### config.mk
export PLATFORM = sky130hd
export DESIGN_NAME = countdown_timer
export DESIGN_NICKNAME = d
export VERILOG_FILES = /design/src/rtl/countdown_timer.sv
export SDC_FILE = /design/constraint.sdc
export NUM_CORES = 1
export LEC_CHECK = 0
export BUFFER_PORTS_ARGS = -buffer_cell sky130_fd_sc_hd__buf_2
export CAP_MARGIN = 20
export CORE_MARGIN = 5
export CORE_UTILIZATION = 45
export DETAILED_ROUTE_END_ITERATION = 10
export MAX_ROUTING_LAYER = met4
export PLACE_DENSITY = 0.73
export SETUP_SLACK_MARGIN = 0.4
export SLEW_MARGIN = 10
export SYNTH_ARGS = -nofsm -noshare
export SYNTH_HDL_FRONTEND = slang
export SYNTH_SLANG_ARGS = --single-unit
export TNS_END_PERCENT = 10
### constraint.sdc
create_clock -name clk -period 1.8 [get_ports clk]
set_input_delay 0.18 -clock clk [delete_from_list [all_inputs] [get_ports clk]]
set_output_delay 0.18 -clock clk [all_outputs]
set_load 0.05 [all_outputs]
### src/rtl/countdown_timer.sv
// Loadable down-counter: IDLE/RUN/DONE FSM with registered busy/expired and a one-cycle done pulse.
// Define COUNTDOWN_TIMER_AUTO_RELOAD_EN for periodic operation (reload on zero, stay in RUN).
module countdown_timer #(
  parameter int WIDTH = 8
) (
  input  logic             clk,
  input  logic             reset_n,
  input  logic             load,
  input  logic [WIDTH-1:0] load_value,
  input  logic             enable,
  input  logic             stop,
  output logic [WIDTH-1:0] value,
  output logic             busy,
  output logic             expired,
  output logic             done
);

  typedef enum logic [1:0] {
    IDLE = 2'd0,
    RUN  = 2'd1,
    DONE = 2'd2
  } state_t;

  localparam logic [WIDTH-1:0] ZERO = '0;
  localparam logic [WIDTH-1:0] ONE  = {{(WIDTH-1){1'b0}}, 1'b1};

  state_t           state_q;
  logic [WIDTH-1:0] value_q;
  logic             busy_q;
  logic             expired_q;
  logic             done_q;
`ifdef COUNTDOWN_TIMER_AUTO_RELOAD_EN
  logic [WIDTH-1:0] reload_q;
`endif

  always_ff @(posedge clk or negedge reset_n) begin
    if (!reset_n) begin
      state_q   <= IDLE;
      value_q   <= ZERO;
      busy_q    <= 1'b0;
      expired_q <= 1'b0;
      done_q    <= 1'b0;
`ifdef COUNTDOWN_TIMER_AUTO_RELOAD_EN
      reload_q  <= ZERO;
`endif
    end else begin
      done_q <= 1'b0;
      if (load) begin
        // Load wins over stop and enable; a zero load expires immediately.
        value_q <= load_value;
`ifdef COUNTDOWN_TIMER_AUTO_RELOAD_EN
        reload_q <= load_value;
`endif
        if (load_value != ZERO) begin
          state_q   <= RUN;
          busy_q    <= 1'b1;
          expired_q <= 1'b0;
        end else begin
          state_q   <= DONE;
          busy_q    <= 1'b0;
          expired_q <= 1'b1;
          done_q    <= 1'b1;
        end
      end else begin
        case (state_q)
          RUN: begin
            if (stop) begin
              state_q <= IDLE;
              busy_q  <= 1'b0;
            end else if (enable) begin
              if (value_q > ONE) begin
                value_q <= value_q - ONE;
              end else begin
                done_q <= 1'b1;
`ifdef COUNTDOWN_TIMER_AUTO_RELOAD_EN
                if (reload_q != ZERO) begin
                  value_q <= reload_q;
                end else begin
                  value_q   <= ZERO;
                  state_q   <= DONE;
                  busy_q    <= 1'b0;
                  expired_q <= 1'b1;
                end
`else
                value_q   <= ZERO;
                state_q   <= DONE;
                busy_q    <= 1'b0;
                expired_q <= 1'b1;
`endif
              end
            end
          end
          // IDLE and DONE ignore enable/stop and hold everything until a load.
          IDLE:    state_q <= IDLE;
          DONE:    state_q <= DONE;
          default: begin
            state_q   <= IDLE;
            busy_q    <= 1'b0;
            expired_q <= 1'b0;
          end
        endcase
      end
    end
  end

  assign value   = value_q;
  assign busy    = busy_q;
  assign expired = expired_q;
  assign done    = done_q;

endmodule

[Yosys cells after proc, flatten, opt, wreduce, memory -nomap -nowiden]
Cells that the tools add are included.
Cells by class
  mux-type cells: 28
  eq/ne operators: 9
  add/sub/neg operators: 1
  magnitude comparators: 1
  reduce and logical (&&, ||, !) cells: 9
Operator list (count)
  2-to-1 mux 8 bit: 5
  2-to-1 mux 1 bit: 15
  2-to-1 mux 2 bit: 5
  != test 3 bit, second input constant: 3
  greater-than comparator 8 x 1 -> 1 bit, second input constant: 1
  != test 4 bit, second input constant: 2
  nonzero test 8 bit: 1
  subtractor 8 x 1 -> 8 bit, second input constant: 1
  AND reduction 3 bit: 2
  case mux 1 bit (2 select lines): 2
  case mux 2 bit (2 select lines): 1
  AND reduction 4 bit: 1
  nonzero test 2 bit: 2
  == test 2 x 1 -> 1 bit, second input constant: 1
  == test 2 bit, second input constant: 1
  zero test 2 bit: 1
  != test 2 x 1 -> 1 bit, second input constant: 1
  != test 2 bit, second input constant: 1
  AND reduction 2 bit: 1
  OR reduction 2 bit: 1
Storage, ports and cells
  output and inout bits: 11
  input port bits: 13
  register bits: 13
  logic and storage cells: 53

[Logic depth before layout (Yosys ltp)]
Gate-level depths: netlist of run 1.
  depth after elaboration: 6
  gate-level depth with buffers: 6
  depth with buffers taken out: 6

[Worst setup path before layout of run 1]
OpenSTA, ideal clock, no wires.
  path kind: register to register
  start point: reg value_q[0] (netlist: value[0])
  end point: reg expired_q (netlist: expired)
  period minus slack after synthesis: 2.094 ns
  required time: 1.674 ns
  arrival time: 1.968 ns
  library setup time: 0.126 ns
  stages on the path, launching flop included: 7
  path slack: -0.294 ns
  buffers on the path: 0
  cells stage by stage: dfrtp_1 inv_1 ha_1 or2_1 and3_1 and4b_1 o311a_1
Between the ends
  longest elaborated chain between the ends: 3
RTL lines
  from (decl): line 28  | logic [WIDTH-1:0] value_q;
  from (signal assigned): line 50  | value_q <= load_value;
  from (signal assigned): line 72  | value_q <= value_q - ONE;
  greater-than comparator 8 x 1 -> 1 bit: line 71  | if (value_q > ONE) begin
  != test 3 bit (no source line)
  AND reduction 4 bit (no source line)
  to (signal assigned): line 61  | expired_q <= 1'b1;
  to (signal assigned): line 88  | expired_q <= 1'b1;
  to (signal assigned): line 99  | expired_q <= 1'b0;
  to (decl): line 30  | logic expired_q;
Every way passes these cells.
A chain may end at the register's enable or synchronous reset.

[Worst setup path in the final report of run 1]
  start point: reg value_q[0] (netlist: value[0])
  end point: reg value_q[7] (netlist: value[7])
Between the ends
  longest elaborated chain between the ends: 6
  elaborated cells between the ends (all ways): 7
  classes of those cells: 1 x add/sub; 1 x order compare; 5 x mux
RTL lines
  subtractor 8 x 1 -> 8 bit / greater-than comparator 8 x 1 -> 1 bit (equally long branches): line 72, 71
  2-to-1 mux 8 bit (*): line 71
  2-to-1 mux 8 bit (*): line 70  | end else if (enable) begin
  2-to-1 mux 8 bit (*): line 67  | if (stop) begin
  2-to-1 mux 8 bit (*): line 65  | case (state_q)
  2-to-1 mux 8 bit (*): line 48  | if (load) begin
Every way passes the cells marked *; elsewhere a longest branch is shown, timed or not. The select of a mux whose other input is x is not followed.

==> reports/metrics.csv, run 1 <==
metric,value,unit
Area Growth Syn to Fin,42.0,%
vias in the first global route,933,
Starting DRT DRC Count,28,
Max-cap violations,0,
post-synthesis sequential area ratio,37.5,%
RSZ-0062 raised after global routing,yes,
status,completed,
relative slew slack,62.6,%
initial antenna violation count,0,
Num CTS Buffers,3,
minimum clock period after layout,1.62,ns
Place WS,0.0943,ns
total global routing track utilization,21.6,%
Synthesis Warnings,0,
via count,893,
pwr dens,713,mW/mm²
Hold Path Class,in -> reg,
final hold vios,0,
post-synthesis area per instance,9.13,µm²
period utilization,90.1,%
WP data required,2.03,ns
"Slew Viols, Final",0,
PortBufs,23,
layout cell share with drive strength beyond 1,47.8,%
kind of critical path,reg -> reg,
worst-margin pin slew,0.556,ns
Core Region,0.00178,mm²
"Max FO, Critical Path",4,
Area contributors post-synth,"dfrtp_1 (38%), ha_1 (7.2%), nand2_1 (4.3%)",
htree depth,1,
Cells after Synth,95,
Main synth FF type,dfrtp_1,
top-level I/O count,24,
Syn Nets,113,
final worst slack,0.179,ns
Layout Skew,0.00502,ns
Critical Path Sink Type,register,
Yosys reg bits,13,
1st-pass router iterations,4,
Placer Congestion,0.839,
Avg WL per Cell,15.7,µm
root cell of the clock tree,clkbuf_4,
placement row count,15,
Yosys cell types,40,
Skew-Pair Late Insertion Delay,0.29,ns
DRC,0,
FMAX,617,MHz
"EDFF count, synth",0,
Worst Path Arrival,1.85,ns
final setup violation count,0,
startpoint types,register,
diode count,0,
Final HPWL DP,1780,µm
register area,330,µm²
DRT antenna net count,0,
first-pass GRT wire length,4250,µm
biggest area consumer among synthesized cells,dfrtp_1,
total length of routed wires,2530,µm
CTS tree,yes,
Initial Util,48.6,%
final global-route overflow total,0,
cell area after synthesis,867,µm²
Sink Count,13,
fill cell count,135,
fraction of registers with async set/reset,100,%
multi-input logic area,576,µm²
Nets,155,
Leak,0.539,nW
die area,0.00290,mm²
Worst-path clk slew,0.09,ns
maximum vdd drop,0.481,mV
setup TNS,0,ns
Longest Clk Path Bufs,2,
drt via density,5.55,
largest net degree at the start of global routing,25,
die width,53.9,µm
die height,53.9,µm
share of Yosys cell area claimed by the top area cell type,37.5,%
==> power by group <==
part	total [mW]	internal [mW]	switching [mW]
Sequential	0.352	0.319	0.0330
Clock	0.196	0.0864	0.110
Combinational	0.330	0.125	0.205
==> Yosys cell counts (2+ instances only) <==
cell and count:
ha_1 5, nand2_1 10, nor2_1 8, nor3_1 3, or2_1 2, nand3_1 2, o21ai_1 5, a21oi_1 4
nor2b_1 2, clkbuf_1 2, nor4_1 2, o21ai_0 4, inv_1 7, dfrtp_1 13
==> routing by layer <==
metal  wire length (µm)  share of wire [%]  global-route usage, %
met5                  0                  0                      -
met4                 31                1.2                   8.09
met3                129                5.1                   6.09
met2               1250                 49                   35.9
met1               1120                 44                   24.6
==> worst paths after layout <==
check                      slack [ns]  cells after the start                   end                  from
min in group asynchronous        0.29                      2   expired$_DFFE_PN0P_               reset_n
max in group asynchronous        1.25                      2  value[2]$_DFFE_PN0P_               reset_n
hold reg to reg                  0.50                      2      busy$_DFFE_PN0P_      busy$_DFFE_PN0P_
setup reg to reg                 0.18                      5  value[7]$_DFFE_PN0P_  value[0]$_DFFE_PN0P_
setup / recovery                 0.18                      5  value[7]$_DFFE_PN0P_  value[0]$_DFFE_PN0P_
hold / removal                   0.12                      3  value[1]$_DFFE_PN0P_         load_value[1]
==> final cells by class <==
type	instances	area share (%)
Clock buffer	4	2.13
Sequential cell	13	26.8
Timing Repair Buffer	39	19.6
Inverter	7	2.13
Multi-Input combinational cell	73	46.7
Tap cell	25	2.54
==> cell families (layout without fill, tap and decap cells) <==
group,Yosys count,count (layout),synth area share [%]
AO/OA/AOI/OAI,28,28,23.5
adder cells (fa/ha/maj),5,5,7.22
buffers and inverters,9,50,3.90
flip-flops,13,13,37.5
multiplexers,1,1,1.30
AND/OR/NAND/NOR,39,39,26.6
==> layout by cell type, fill, tap and decap left out, drive strengths merged, types with 2 or more instances in the layout <==
cell and n:
a21oi 4, buf 38, clkbuf 4, dfrtp 13
ha 5, inv 7, nand2 10, nand3 3
nor2 8, nor2b 2, nor3 3, nor4 4
o21ai 9, or2 2
==> metrics by stage <==
stage	cells	hold WS, ns	total power, mW	util, %	instance area [µm²]
floorplan	95	-0.116	0.535	-	880
global placement	148	0.0826	0.618	60.1	1070
detailed placement	148	0.0827	0.626	60.1	1070
CTS	159	0.124	0.857	67.2	1200
global route	161	0.118	0.925	69.1	1230
finish	161	0.122	0.878	69.1	1230
==> repair_timing <==
| action | in CTS | in global routing |
|---|---|---|
| hold buffers | 1 | 0 |
| buffers inserted | 6 | 2 |
| hold endpoints to repair | 13 | 0 |
| resized for setup | 9 | 6 |
| setup endpoints to repair | 13 | 13 |
| pin swaps | 4 | 4 |
==> critical path, stage by stage, from the launching register on <==
cell and delay (ns):
dfrtp_2 0.45, ha_2 0.18, or2_4 0.26, buf_4 0.15, a2111oi_2 0.36, a221o_1 0.16
==> registers in the layout (all words and copies together) (netlist names) <==
signal   cells
expired      1
value        8
busy         1
state_q      2
done         1
Note: power is estimated with default switching activity, not from simulation.
==> inputs of run 2 (changes only) <==
Settings changed: BUFFER_PORTS_ARGS -buffer_cell sky130_fd_sc_hd__buf_2 to not set, CORE_UTILIZATION 45 to 54, DONT_BUFFER_PORTS set to 1, PLACE_DENSITY 0.73 to 0.72.
==> run 2 against run 1 <==
Net effect: the run now ends with hold timing left; setup slack worse by 0.032 ns; final cell count decreased by 16%; hold slack worse by 0.16 ns; register-to-register slack lost 0.03 ns; routed wire length fell by 15%; first-iteration DRC count shrank 29%; core utilization rose by 5.5 points; sequential power grew 3%; largest power group unchanged.
==> reports/metrics.csv, run 2 (same netlist as run 1, synthesis figures left out) <==
metric,value,unit
worst-margin pin slew,0.610,ns
status,"complete, but fails checks",
final hold vios,6,
metal1 wirelength,879,µm
first-pass GRT wire length,3840,µm
pwr dens,734,mW/mm²
Nets,138,
total length of routed wires,2150,µm
1st-pass router iterations,4,
largest net degree at the start of global routing,26,
DRT antenna net count,0,
Worst Path Arrival,1.83,ns
max reg flops,8,
hold depth,1,
setup TNS,0,ns
final instance area,0.00112,mm²
"commonest non-fill, non-tap cell in the layout",buf_4,
FMAX,605,MHz
worst-path cell chain,ha_2 > or2_4 > and3_4 > and4b_1 > o311a_1,
Final HPWL DP,1640,µm
Skew-Pair Late Insertion Delay,0.28,ns
R2R depth,5,
diode count,0,
htree depth,1,
"Slew Viols, Final",0,
Leak,0.476,nW
maximum vdd drop,0.574,mV
die area,0.00251,mm²
Placer Congestion,0.823,
relative slew slack,59.2,%
WHS,-0.0370,ns
root cell of the clock tree,clkbuf_4,
period utilization,91.8,%
"Core Util, Final",74.6,%
kind of critical path,reg -> reg,
drt via density,6.13,
failing checks,hold timing,
WP data required,1.97,ns
Met3 Routed Length,185,µm
via count,828,
initial antenna violation count,0,
Starting DRT DRC Count,20,
Area Growth Syn to Fin,29.6,%
metal2 WL,1010,µm
P_int,0.515,mW
Worst-path clk slew,0.09,ns
minimum clock period after layout,1.65,ns
final setup violation count,0,
switching part of the total,37.6,%
CTS tree,yes,
total global routing track utilization,20.0,%
slowest CP cell,dfrtp_2,
Initial Util,57.6,%
vias in the first global route,825,
"Max FO, Critical Path",5,
Layout Skew,0.00861,ns
Sw Pwr,0.310,mW
PortBufs,0,
Longest Clk Path Bufs,2,
max incr delay on CP,0.45,ns
Hold Path Class,in -> reg,
layout cell share with drive strength beyond 1,37.0,%
RSZ-0062 raised after global routing,yes,
Num CTS Buffers,3,
die width,50.1,µm
Sink Count,13,
Final Power,0.825,mW
Critical Path Sink Type,register,
hold_buf cts,1,
final global-route overflow total,0,
placement row count,14,
Core Region,0.00151,mm²
Combinational Power Share,33.4,%
Post-Place Cell Area,0.00101,mm²
"commonest non-fill, non-tap cells in the layout","buf_4 (21), dfrtp_1 (11), nand2_1 (10)",
die height,50.1,µm
sequential power share,44.1,%
Max-cap violations,0,
max layer used,met4,
startpoint types,register,
Clock Power Share,22.5,%
Avg WL per Cell,16.0,µm
DRC,0,
top-level I/O count,24,
-- run 2: cell count changes in the layout (fill, tap and decap cells not counted), moves of 2 or more --
cell,before,now
buf_2,23,0
dfrtp_1,9,11
buf_4,14,21
dfrtp_2,4,2
-- run 2: layout make-up --
cell class	count	area [µm²]
multi-input cells	73	554
fillers	115	383
flip-flops and latches	13	328
repair buffers	22	168
inverters	7	26.3
clock buffers	3	22.5
well taps	16	20.0
clock inverters	1	5.00
-- run 2: metrics by stage --
step / setup WS, ns / cells
2_1_floorplan: 0.00971 / 95
3_3_place_gp: 0.142 / 125
3_5_place_dp: 0.127 / 125
4_1_cts: 0.137 / 132
5_1_grt: 0.0904 / 135
6_report: 0.147 / 135
-- run 2: power by group through the flow --
stage / Clock (mW) / Sequential (mW) / Combinational, mW
floorplan: 0 / 0.433 / 0.102
global placement: 0 / 0.367 / 0.235
detailed placement: 0 / 0.368 / 0.238
CTS: 0.191 / 0.363 / 0.260
global route: 0.216 / 0.369 / 0.301
finish: 0.186 / 0.364 / 0.275
-- run 2: critical path: cells and delay by family, from the launching register on --
| family | cells | cell delay [ns] |
|---|---|---|
| AO/OA/AOI/OAI | 1 | 0.28 |
| AND/OR/NAND/NOR | 3 | 0.63 |
| adder cells (fa/ha/maj) | 1 | 0.19 |
| flip-flops | 1 | 0.45 |
-- run 2: worst paths after layout --
kind / from / endpoint / slack (ns)
setup / recovery: value[0]$_DFFE_PN0P_ / expired$_DFFE_PN0P_ / 0.15
hold / removal: load / value[2]$_DFFE_PN0P_ / -0.04
setup reg to reg: value[0]$_DFFE_PN0P_ / expired$_DFFE_PN0P_ / 0.15
hold reg to reg: state_q[0]$_DFFE_PN0P_ / state_q[0]$_DFFE_PN0P_ / 0.59
max in group asynchronous: reset_n / value[0]$_DFFE_PN0P_ / 1.02
min in group asynchronous: reset_n / state_q[0]$_DFFE_PN0P_ / 0.34
-- run 2: what timing repair did --
item | in CTS | in global routing
setup buffers | 2 | 3
endpoints found under the hold margin | 19 | 6
setup endpoints to repair | 13 | 13
pin swaps | 1 | 4
gates resized for setup | 2 | 6
-- run 2: routing by layer --
| layer | global-route usage [%] | vias to the layer above |
|---|---|---|
| met2 | 29.1 | 37 |
| met3 | 6.93 | 10 |
| li1 | - | 399 |
| met1 | 23.7 | 382 |
| met4 | 11.4 | 0 |
| met5 | - | - |
==> inputs of run 3 (changes only) <==
--- a/config.mk
+++ b/config.mk
@@ -7,10 +7,11 @@
 export LEC_CHECK = 0
 export CAP_MARGIN = 20
-export CORE_MARGIN = 5
-export CORE_UTILIZATION = 54
+export CORE_MARGIN = 2
+export CORE_UTILIZATION = 56
+export CTS_BUF_LIST = sky130_fd_sc_hd__clkbuf_2 sky130_fd_sc_hd__clkbuf_4 sky130_fd_sc_hd__clkbuf_8
 export DETAILED_ROUTE_END_ITERATION = 10
 export DONT_BUFFER_PORTS = 1
 export MAX_ROUTING_LAYER = met4
-export PLACE_DENSITY = 0.72
+export PLACE_DENSITY = 0.74
 export SETUP_SLACK_MARGIN = 0.4
 export SLEW_MARGIN = 10
==> constraint.sdc (replaced) <==
create_clock -name clk -period 1.8 [get_ports clk]
set_input_delay 0.45 -clock clk [delete_from_list [all_inputs] [get_ports clk]]
set_output_delay 0.45 -clock clk [all_outputs]
set_load 0.05 [all_outputs]
==> run 3 against run 2 <==
Net effect: the flow now finishes without violations; count of clock-buffer cells in the layout rose by 1; via count rose by 3.9%; register-to-register slack barely moved; critical endpoint unchanged; largest power group unchanged.
==> reports/metrics.csv, run 3 (same netlist as run 1, synthesis figures left out) <==
metric,value,unit
status,completed,
Final HPWL DP,1620,µm
layout cell share with drive strength beyond 1,43.8,%
htree depth,1,
vias in the first global route,879,
fill cell count,97,
pwr dens,740,mW/mm²
die area,0.00188,mm²
Layout Skew,0.00135,ns
top-level I/O count,24,
Post-Place Cells,123,
drt via density,6.28,
minimum clock period after layout,1.65,ns
FMAX,606,MHz
"commonest non-fill, non-tap cell in the layout",buf_4,
final worst slack,0.150,ns
max incr delay on CP,0.45,ns
Max-cap violations,0,
initial antenna violation count,0,
Starting DRT DRC Count,45,
total length of routed wires,2430,µm
kind of critical path,reg -> reg,
max reg flops,8,
DRC,0,
startpoint types,register,
Critical Path Sink Type,register,
diode count,0,
Worst-path clk slew,0.08,ns
Longest Clk Path Bufs,2,
Skew-Pair Late Insertion Delay,0.28,ns
Num CTS Buffers,3,
WP data required,1.97,ns
die width,43.4,µm
worst-path cell chain,ha_2 > or2_4 > and3_4 > and4b_1 > o311a_1,
setup TNS,0,ns
worst-margin pin slew,0.590,ns
CTS tree,yes,
Placer Congestion,0.845,
Hold Path Class,in -> reg,
final setup violation count,0,
first-pass GRT wire length,3930,µm
1st-pass router iterations,4,
"Core Util, Final",80.9,%
PortBufs,0,
Leak,0.490,nW
"Max FO, Critical Path",5,
final global-route overflow total,0,
maximum vdd drop,0.614,mV
root cell of the clock tree,clkbuf_4,
Worst Path Arrival,1.82,ns
Finished Layout Cells,137,
"Slew Viols, Final",0,
die height,43.4,µm
relative slew slack,60.5,%
Avg WL per Cell,17.7,µm
Nets,140,
DRT antenna net count,0,
RSZ-0062 raised after global routing,yes,
Area Growth Syn to Fin,37.2,%
period utilization,91.7,%
via count,860,
"commonest non-fill, non-tap cells in the layout","buf_4 (23), nand2_1 (10), dfrtp_1 (9)",
final instance area,0.00119,mm²
largest net degree at the start of global routing,26,
Initial Util,58.9,%
multi-input logic area,601,µm²
slowest CP cell,dfrtp_2,
Post-Place Cell Area,997,µm²
register area,330,µm²
Sink Count,13,
Place WS,0.0821,ns
final hold vios,0,
Core Region,0.00147,mm²
placement row count,14,
total global routing track utilization,29.6,%
## run 3: final cells by class
cell class	count	share of cell area, %
Clock buffer	4	2.52
Inverter	7	2.21
Multi-Input combinational cell	73	50.5
Sequential cell	13	27.8
Tap cell	16	1.68
Timing Repair Buffer	24	15.4
## run 3: stage by stage
step / hold WS, ns / power [mW]
after floorplan: 0.154 / 0.535
after global placement: 0.155 / 0.597
after detailed placement: 0.155 / 0.606
after CTS: 0.234 / 0.845
after global routing: 0.223 / 0.924
final: 0.233 / 0.880
## run 3: per-layer routing
layer	wire [µm]	vias to the layer above	part of all wire [%]	global-route usage, %
li1	-	406	-	-
met1	1020	411	42	38.6
met2	1190	33	49	44.8
met3	132	10	5.4	5.83
met4	79	0	3.3	12.7
met5	0	-	0	-
## run 3: worst paths after layout
check | startpoint | endpoint | slack [ns] | cells past startpoint
worst max register to register | value[0]$_DFFE_PN0P_ | expired$_DFFE_PN0P_ | 0.15 | 5
min in group asynchronous | reset_n | value[7]$_DFFE_PN0P_ | 0.60 | 1
max in group asynchronous | reset_n | value[0]$_DFFE_PN0P_ | 0.78 | 1
worst max-delay path | value[0]$_DFFE_PN0P_ | expired$_DFFE_PN0P_ | 0.15 | 5
worst min register to register | state_q[0]$_DFFE_PN0P_ | state_q[0]$_DFFE_PN0P_ | 0.57 | 2
worst min-delay path | load | value[2]$_DFFE_PN0P_ | 0.23 | 1
## run 3: report_power, final
group	switching [mW]	leakage, nW	total (mW)	internal [mW]
logic	0.179	0.319	0.310	0.131
clock network	0.100	0.0184	0.201	0.101
registers	0.0501	0.153	0.369	0.319
## run 3: repair_timing
action | CTS | global route
hold buffers | 1 | 0
endpoints found under the hold margin | 13 | 0
setup buffers | 4 | 5
endpoints found under the setup margin | 16 | 21
resized for setup | 8 | 9
pin swaps | 3 | 5
## run 3: critical path: cells and delay by family (launching register included)
kind                     cells  cell delay (ns)
adder cells (fa/ha/maj)      1             0.18
flip-flops                   1             0.45
AO/OA/AOI/OAI                1             0.28
AND/OR/NAND/NOR              3             0.62
